[src/rtl/snn_decode_pkg.sv]
// Shared definitions for the spike rate decoder: FSM encoding and index-width helper.
// Pure declarations; no latency, no flow control.
package snn_decode_pkg;

    typedef enum logic [1:0] {
        IDLE  = 2'd0,
        COUNT = 2'd1,
        SCAN  = 2'd2,
        DONE  = 2'd3
    } state_t;

    // Ceiling log2 that never returns less than 1, so a single lane still gets an index bit.
    function automatic int clog2_min1(input int n);
        int r;
        r = 0;
        for (int i = 0; i < 32; i++) begin
            if ((1 << r) < n) r = r + 1;
        end
        return (r < 1) ? 1 : r;
    endfunction

endpackage

[src/rtl/spike_lane_counter.sv]
// Per-lane saturating spike counter with a sticky saturation flag.
// Counts on the edge where en and spike are both high; clear has priority; no backpressure.
module spike_lane_counter #(
    parameter int COUNT_WIDTH = 16
) (
    input  logic                   clk,
    input  logic                   rst,
    input  logic                   clear,
    input  logic                   en,
    input  logic                   spike,
    output logic [COUNT_WIDTH-1:0] count,
    output logic                   sat
);

    localparam logic [COUNT_WIDTH-1:0] ONE = COUNT_WIDTH'(1);

    always_ff @(posedge clk) begin
        if (rst) begin
            count <= '0;
            sat   <= 1'b0;
        end else if (clear) begin
            count <= '0;
            sat   <= 1'b0;
        end else if (en && spike) begin
            // An increment attempted at full scale flags overflow instead of wrapping.
            if (count == '1) begin
                sat <= 1'b1;
            end else begin
                count <= count + ONE;
            end
        end
    end

endmodule

[src/rtl/spike_rate_decoder.sv]
// Counts spikes per lane over a programmed window, then picks the busiest lane (ties -> lowest index).
// done appears window_len + NUM_SPIKES + 1 edges after start acceptance; start is dropped unless IDLE.
module spike_rate_decoder
    import snn_decode_pkg::*;
#(
    parameter int NUM_SPIKES   = 4,
    parameter int COUNT_WIDTH  = 16,
    parameter int WINDOW_WIDTH = 16,
    parameter int IDX_WIDTH    = clog2_min1(NUM_SPIKES)
) (
    input  logic                              clk,
    input  logic                              rst,
    input  logic                              start,
    input  logic [WINDOW_WIDTH-1:0]           window_len,
    input  logic [NUM_SPIKES-1:0]             spike_in,
    output logic                              busy,
    output logic                              done,
    output logic [NUM_SPIKES*COUNT_WIDTH-1:0] counts,
    output logic [IDX_WIDTH-1:0]              winner_idx,
    output logic                              winner_valid,
    output logic                              overflow
);

    localparam logic [IDX_WIDTH-1:0]    LAST_IDX = IDX_WIDTH'(NUM_SPIKES - 1);
    localparam logic [IDX_WIDTH-1:0]    ONE_IDX  = IDX_WIDTH'(1);
    localparam logic [WINDOW_WIDTH-1:0] ONE_WIN  = WINDOW_WIDTH'(1);

    state_t state, state_nxt;

    logic [WINDOW_WIDTH-1:0] remaining;
    logic [COUNT_WIDTH-1:0]  lane_cnt [NUM_SPIKES];
    logic [NUM_SPIKES-1:0]   lane_sat;

    logic [IDX_WIDTH-1:0]    scan_rd_idx;
    logic                    scan_rd_done;
    logic                    cand_vld;
    logic [COUNT_WIDTH-1:0]  cand_cnt;
    logic [IDX_WIDTH-1:0]    cand_idx;
    logic [COUNT_WIDTH-1:0]  best_cnt;
    logic [IDX_WIDTH-1:0]    best_idx;

    logic start_accept;
    logic scan_enter;
    logic scan_last;
    logic cand_better;

    assign start_accept = (state == IDLE) && start;
    assign scan_enter   = (start_accept && (window_len == '0)) ||
                          ((state == COUNT) && (remaining == ONE_WIN));
    assign cand_better  = cand_cnt > best_cnt;
    assign scan_last    = (state == SCAN) && cand_vld && (cand_idx == LAST_IDX);

    generate
        for (genvar i = 0; i < NUM_SPIKES; i++) begin : g_lane
            spike_lane_counter #(
                .COUNT_WIDTH (COUNT_WIDTH)
            ) u_lane (
                .clk   (clk),
                .rst   (rst),
                .clear (start_accept),
                .en    (state == COUNT),
                .spike (spike_in[i]),
                .count (lane_cnt[i]),
                .sat   (lane_sat[i])
            );
            assign counts[i*COUNT_WIDTH +: COUNT_WIDTH] = lane_cnt[i];
        end
    endgenerate

    assign overflow = |lane_sat;

    always_ff @(posedge clk) begin
        if (rst) begin
            state <= IDLE;
        end else begin
            state <= state_nxt;
        end
    end

    always_comb begin
        state_nxt = state;
        busy      = 1'b0;
        done      = 1'b0;
        case (state)
            IDLE: begin
                if (start) begin
                    state_nxt = (window_len != '0) ? COUNT : SCAN;
                end
            end
            COUNT: begin
                busy = 1'b1;
                if (remaining == ONE_WIN) state_nxt = SCAN;
            end
            SCAN: begin
                busy = 1'b1;
                if (scan_last) state_nxt = DONE;
            end
            DONE: begin
                done      = 1'b1;
                state_nxt = IDLE;
            end
            default: state_nxt = IDLE;
        endcase
    end

    // Scan is a two-stage pipe: read one lane into cand, compare cand against best next edge.
    always_ff @(posedge clk) begin
        if (rst) begin
            remaining    <= '0;
            scan_rd_idx  <= '0;
            scan_rd_done <= 1'b0;
            cand_vld     <= 1'b0;
            cand_cnt     <= '0;
            cand_idx     <= '0;
            best_cnt     <= '0;
            best_idx     <= '0;
            winner_idx   <= '0;
            winner_valid <= 1'b0;
        end else begin
            if (start_accept) begin
                remaining <= window_len;
            end else if (state == COUNT) begin
                remaining <= remaining - ONE_WIN;
            end

            if (scan_enter) begin
                scan_rd_idx  <= '0;
                scan_rd_done <= 1'b0;
                cand_vld     <= 1'b0;
                best_cnt     <= '0;
                best_idx     <= '0;
            end else if (state == SCAN) begin
                if (!scan_rd_done) begin
                    cand_cnt     <= lane_cnt[scan_rd_idx];
                    cand_idx     <= scan_rd_idx;
                    cand_vld     <= 1'b1;
                    scan_rd_idx  <= scan_rd_idx + ONE_IDX;
                    scan_rd_done <= (scan_rd_idx == LAST_IDX);
                end else begin
                    cand_vld <= 1'b0;
                end

                if (cand_vld && cand_better) begin
                    best_cnt <= cand_cnt;
                    best_idx <= cand_idx;
                end

                if (scan_last) begin
                    winner_idx   <= cand_better ? cand_idx : best_idx;
                    winner_valid <= cand_better || (best_cnt != '0);
                end
            end
        end
    end

endmodule
[config.mk]
export PLATFORM = sky130hd
export DESIGN_NAME = spike_rate_decoder
export DESIGN_NICKNAME = d
export VERILOG_FILES = /design/src/rtl/snn_decode_pkg.sv /design/src/rtl/spike_lane_counter.sv /design/src/rtl/spike_rate_decoder.sv
export SDC_FILE = /design/constraint.sdc
export NUM_CORES = 1
export LEC_CHECK = 0
export ABC_AREA = 0
export CAP_MARGIN = 20
export CORE_MARGIN = 2
export CORE_UTILIZATION = 50
export CTS_BUF_LIST = sky130_fd_sc_hd__clkbuf_8
export DETAILED_ROUTE_END_ITERATION = 12
export PLACE_DENSITY = 0.78
export SYNTH_ARGS = -nofsm -noshare
export SYNTH_HDL_FRONTEND = slang
export SYNTH_SLANG_ARGS = --single-unit
[constraint.sdc]
create_clock -name clk -period 3.8 [get_ports clk]
set_input_delay 0.57 -clock clk [delete_from_list [all_inputs] [get_ports clk]]
set_output_delay 0.57 -clock clk [all_outputs]
set_load 0.02 [all_outputs]
==> results.md <==
* Worst-Skew Late Latency at 0.44 ns
* GRT Residual Overflow at 0
* Synth cell types at 49
* Worst Hold End: best_cnt[4]$_SDFFE_PP0P_
* Setup repair bufs after CTS at 0
* Initial core utilization at 0.515
* EDFF count, synth at 0
* Ys flop type: dfxtp_1
* Drt wl/cell at 16.7 µm
* Pleak at 3.04 nW
* Post-synth net total at 784
* Pin count of the biggest net entering global routing at 66
* Die Span X at 118 µm
* Avg Vias per Cell at 5.69
* Share of layout cells above drive strength 1 at 0.0766
* Skew final at 0.00930 ns
* CP Class: flip-flop to flip-flop
* DR vias at 5734
* Unrepaired setup endpoints after global routing: no
* Count of input and output buffers at 92
* Core area at 12700 µm²
* Vias in the first global route at 5538
* PD cells at 462 nW/µm²
* Endpoints failing setup at 0
* Min-delay src: cand_cnt[4]$_SDFFE_PP0P_
* # IOs at 93
* Register area share after synthesis at 0.396
* F_max at 0.366 GHz
* Die area at 14000 µm²
* Routed WL at 16.8 mm
* Pre-CTS setup slack at 1.12 ns
* Global Route Usage Sum at 0.244
* TritonRoute pass-1 iters at 5
* CTS Hold Bufs at 0
* Final slew viol count at 0
* CTS H-tree depth at 4
* Final WS setup at 1.07 ns
* Status: finished, final reports clean
* Row count at 41
* Clock slew at reported path FFs at 0.07 ns
* Post-CTS sizing at 0
* Tmin final at 2.73 ns
* Mapped Avg Cell Area at 8.90 µm²
* Synthesized flop and latch total at 129
* R2R cell count at 9
* DRC viols at 0
* Clock sink total at 129
* Die Ht at 118 µm
* Cell count after synthesis at 733
* Worst R2R Setup Slack at 1.07 ns
* Synthesized cell area at 6530 µm²
* CTS tree: done
* Yosys top cell by area: dfxtp_1
* GP Congestion at 0.897
* Hpwl dp at 12.2 mm
* Synth area leaders: dfxtp_1, nor2_1, xor2_1
* Worst Path Required at 4.17 ns
* Top cell type's share of synthesized area at 0.396
* Root Buffer: clkbuf_8
* Ys async rst share at 0
* Max transition margin at 0.428
* Critical Path AT at 3.10 ns
* Worst vdd ir at 0.000275 V
* YS warnings at 0
* Max_cap viols at 0
* Ant. Diodes at 0
* Clock buffer depth at 2
* Crit end category: flip-flop
* Worst r2r src: best_cnt[6]$_SDFFE_PP0P_
* Reg2reg end: best_cnt[7]$_SDFFE_PP0P_
* Final ANT Viol Nets at 0
* Startpoint Class: flip-flop
* Area Growth Syn to Fin at 23.7%
* Final hold vios at 0
* Initial antenna violation count at 0
* First-pass GRT wire length at 27.5 mm
* Crit path max fanout at 8
* First DRT Iteration DRCs at 384
* Part of the cycle the worst path needs at 0.718
* Hold Path Class: flip-flop to flip-flop
* Number of CTS-inserted buffers at 17
* # nets final at 873
* Worst-Margin Slew at 0.857 ns
* Setup TNS at 0 ns
* Hold Path Depth at 2
==> worst max-delay path by stage <==
stage	from	endpoint	slack, ns	depth (start not counted)
finish	best_cnt[6]$_SDFFE_PP0P_	best_cnt[7]$_SDFFE_PP0P_	1.07	9
detailed placement	best_cnt[14]$_SDFFE_PP0P_	best_cnt[6]$_SDFFE_PP0P_	1.12	9
global placement	window_len[11]	cand_cnt[4]$_SDFFE_PP0P_	1.16	7
CTS	best_cnt[14]$_SDFFE_PP0P_	best_cnt[7]$_SDFFE_PP0P_	1.07	9
floorplan	best_cnt[14]$_SDFFE_PP0P_	best_cnt[10]$_SDFFE_PP0P_	1.45	9
global route	best_cnt[14]$_SDFFE_PP0P_	best_cnt[7]$_SDFFE_PP0P_	0.75	8
==> flip-flops by register name (all words and copies together), names as in the netlist <==
name and count:
best_cnt 16, best_idx 2, cand_cnt 16, cand_idx 2
cand_vld 1, g_lane.u_lane.count 64, g_lane.u_lane.sat 4, remaining 16
scan_rd_done 1, scan_rd_idx 2, state 2, winner_idx 2
winner_valid 1
==> per-layer routing <==
metal | GRT usage | part of all wire | vias to the layer above
li1 | - | - | 2782
met1 | 0.313 | 0.45 | 2760
met2 | 0.400 | 0.47 | 163
met3 | 0.0536 | 0.053 | 29
met4 | 0.0949 | 0.023 | 0
met5 | 0 | 0 | -
==> metrics by stage <==
stage,hold WS (ns),power [mW],cell area [µm²],instances,util
global route,0.501,3.91,8070,1007,0.637
detailed placement,0.465,2.45,7600,974,0.600
CTS,0.479,3.72,8050,1006,0.635
floorplan,0.428,2.22,6530,733,-
global placement,0.443,2.42,7600,974,0.600
finish,0.483,3.73,8070,1007,0.637
==> cell usage after synthesis, types with 2 or more instances <==
library cell and n:
dfxtp_1 129, nor2_1 112, nand2_1 72, xor2_1 46, mux2i_1 35, inv_1 29
nand3_1 29, ha_1 28, nand4_1 27, clkbuf_1 24, a21oi_1 22, xnor2_1 18
mux4_2 16, o21ai_0 16, a211oi_1 14, and3_1 13, nor4_1 13, or3_1 13
and4_1 11, nor3_1 9, a311oi_1 8, and2_1 6, nor2b_1 6, a31oi_1 4
buf_1 4, a21boi_0 3, o211ai_1 3, or4_1 2
==> critical path, cell delays in order (launching register included) <==
cell	delay, ns
dfxtp_1	0.38
inv_1	0.06
ha_1	0.31
nand4_1	0.17
nor4_1	0.49
nand3b_1	0.17
a21oi_1	0.09
nor2_2	0.44
buf_4	0.29
mux2i_1	0.22
==> cells by family after synthesis <==
family	Yosys count	share of synthesized area
xor+xnor	64	0.0859
fa+ha+maj	28	0.0537
compound gates	80	0.0821
flops	129	0.396
buf+inv	59	0.0347
simple gates	322	0.239
mux	51	0.109
==> layout make-up <==
type | instances | area, µm²
sequential | 129 | 2580
timing repair buffer | 100 | 1000
clock buffer | 23 | 317
multi-input combinational | 545 | 3720
fill | 1032 | 4600
clock inverter | 9 | 126
inverter | 29 | 109
tap | 172 | 215
==> power breakdown <==
group / switching [mW] / internal, mW / leakage, nW
combinational: 0.521 / 0.386 / 1.77
clock: 0.530 / 0.751 / 0.228
sequential: 0.107 / 1.44 / 1.04
==> cells in the final DEF (no fill, tap or decap), types with 4 or more instances in the layout <==
cell type and count:
dfxtp_1 129, nor2_1 112, clkdlybuf4s50_1 92, nand2_1 72, xor2_1 46, mux2i_1 35
inv_1 29, nand3_1 29, ha_1 28, nand4_1 27, clkbuf_8 23, a21oi_1 22
xnor2_1 18, o21ai_0 16, mux4_2 16, a211oi_1 14, nor4_1 13, or3_1 13
and3_1 13, and4_1 11, nor3_1 9, a311oi_1 8, buf_4 7, and2_1 6
nor2b_1 5, a31oi_1 4, clkinv_2 4
No activity file was read; power rests on OpenSTA's default activity.
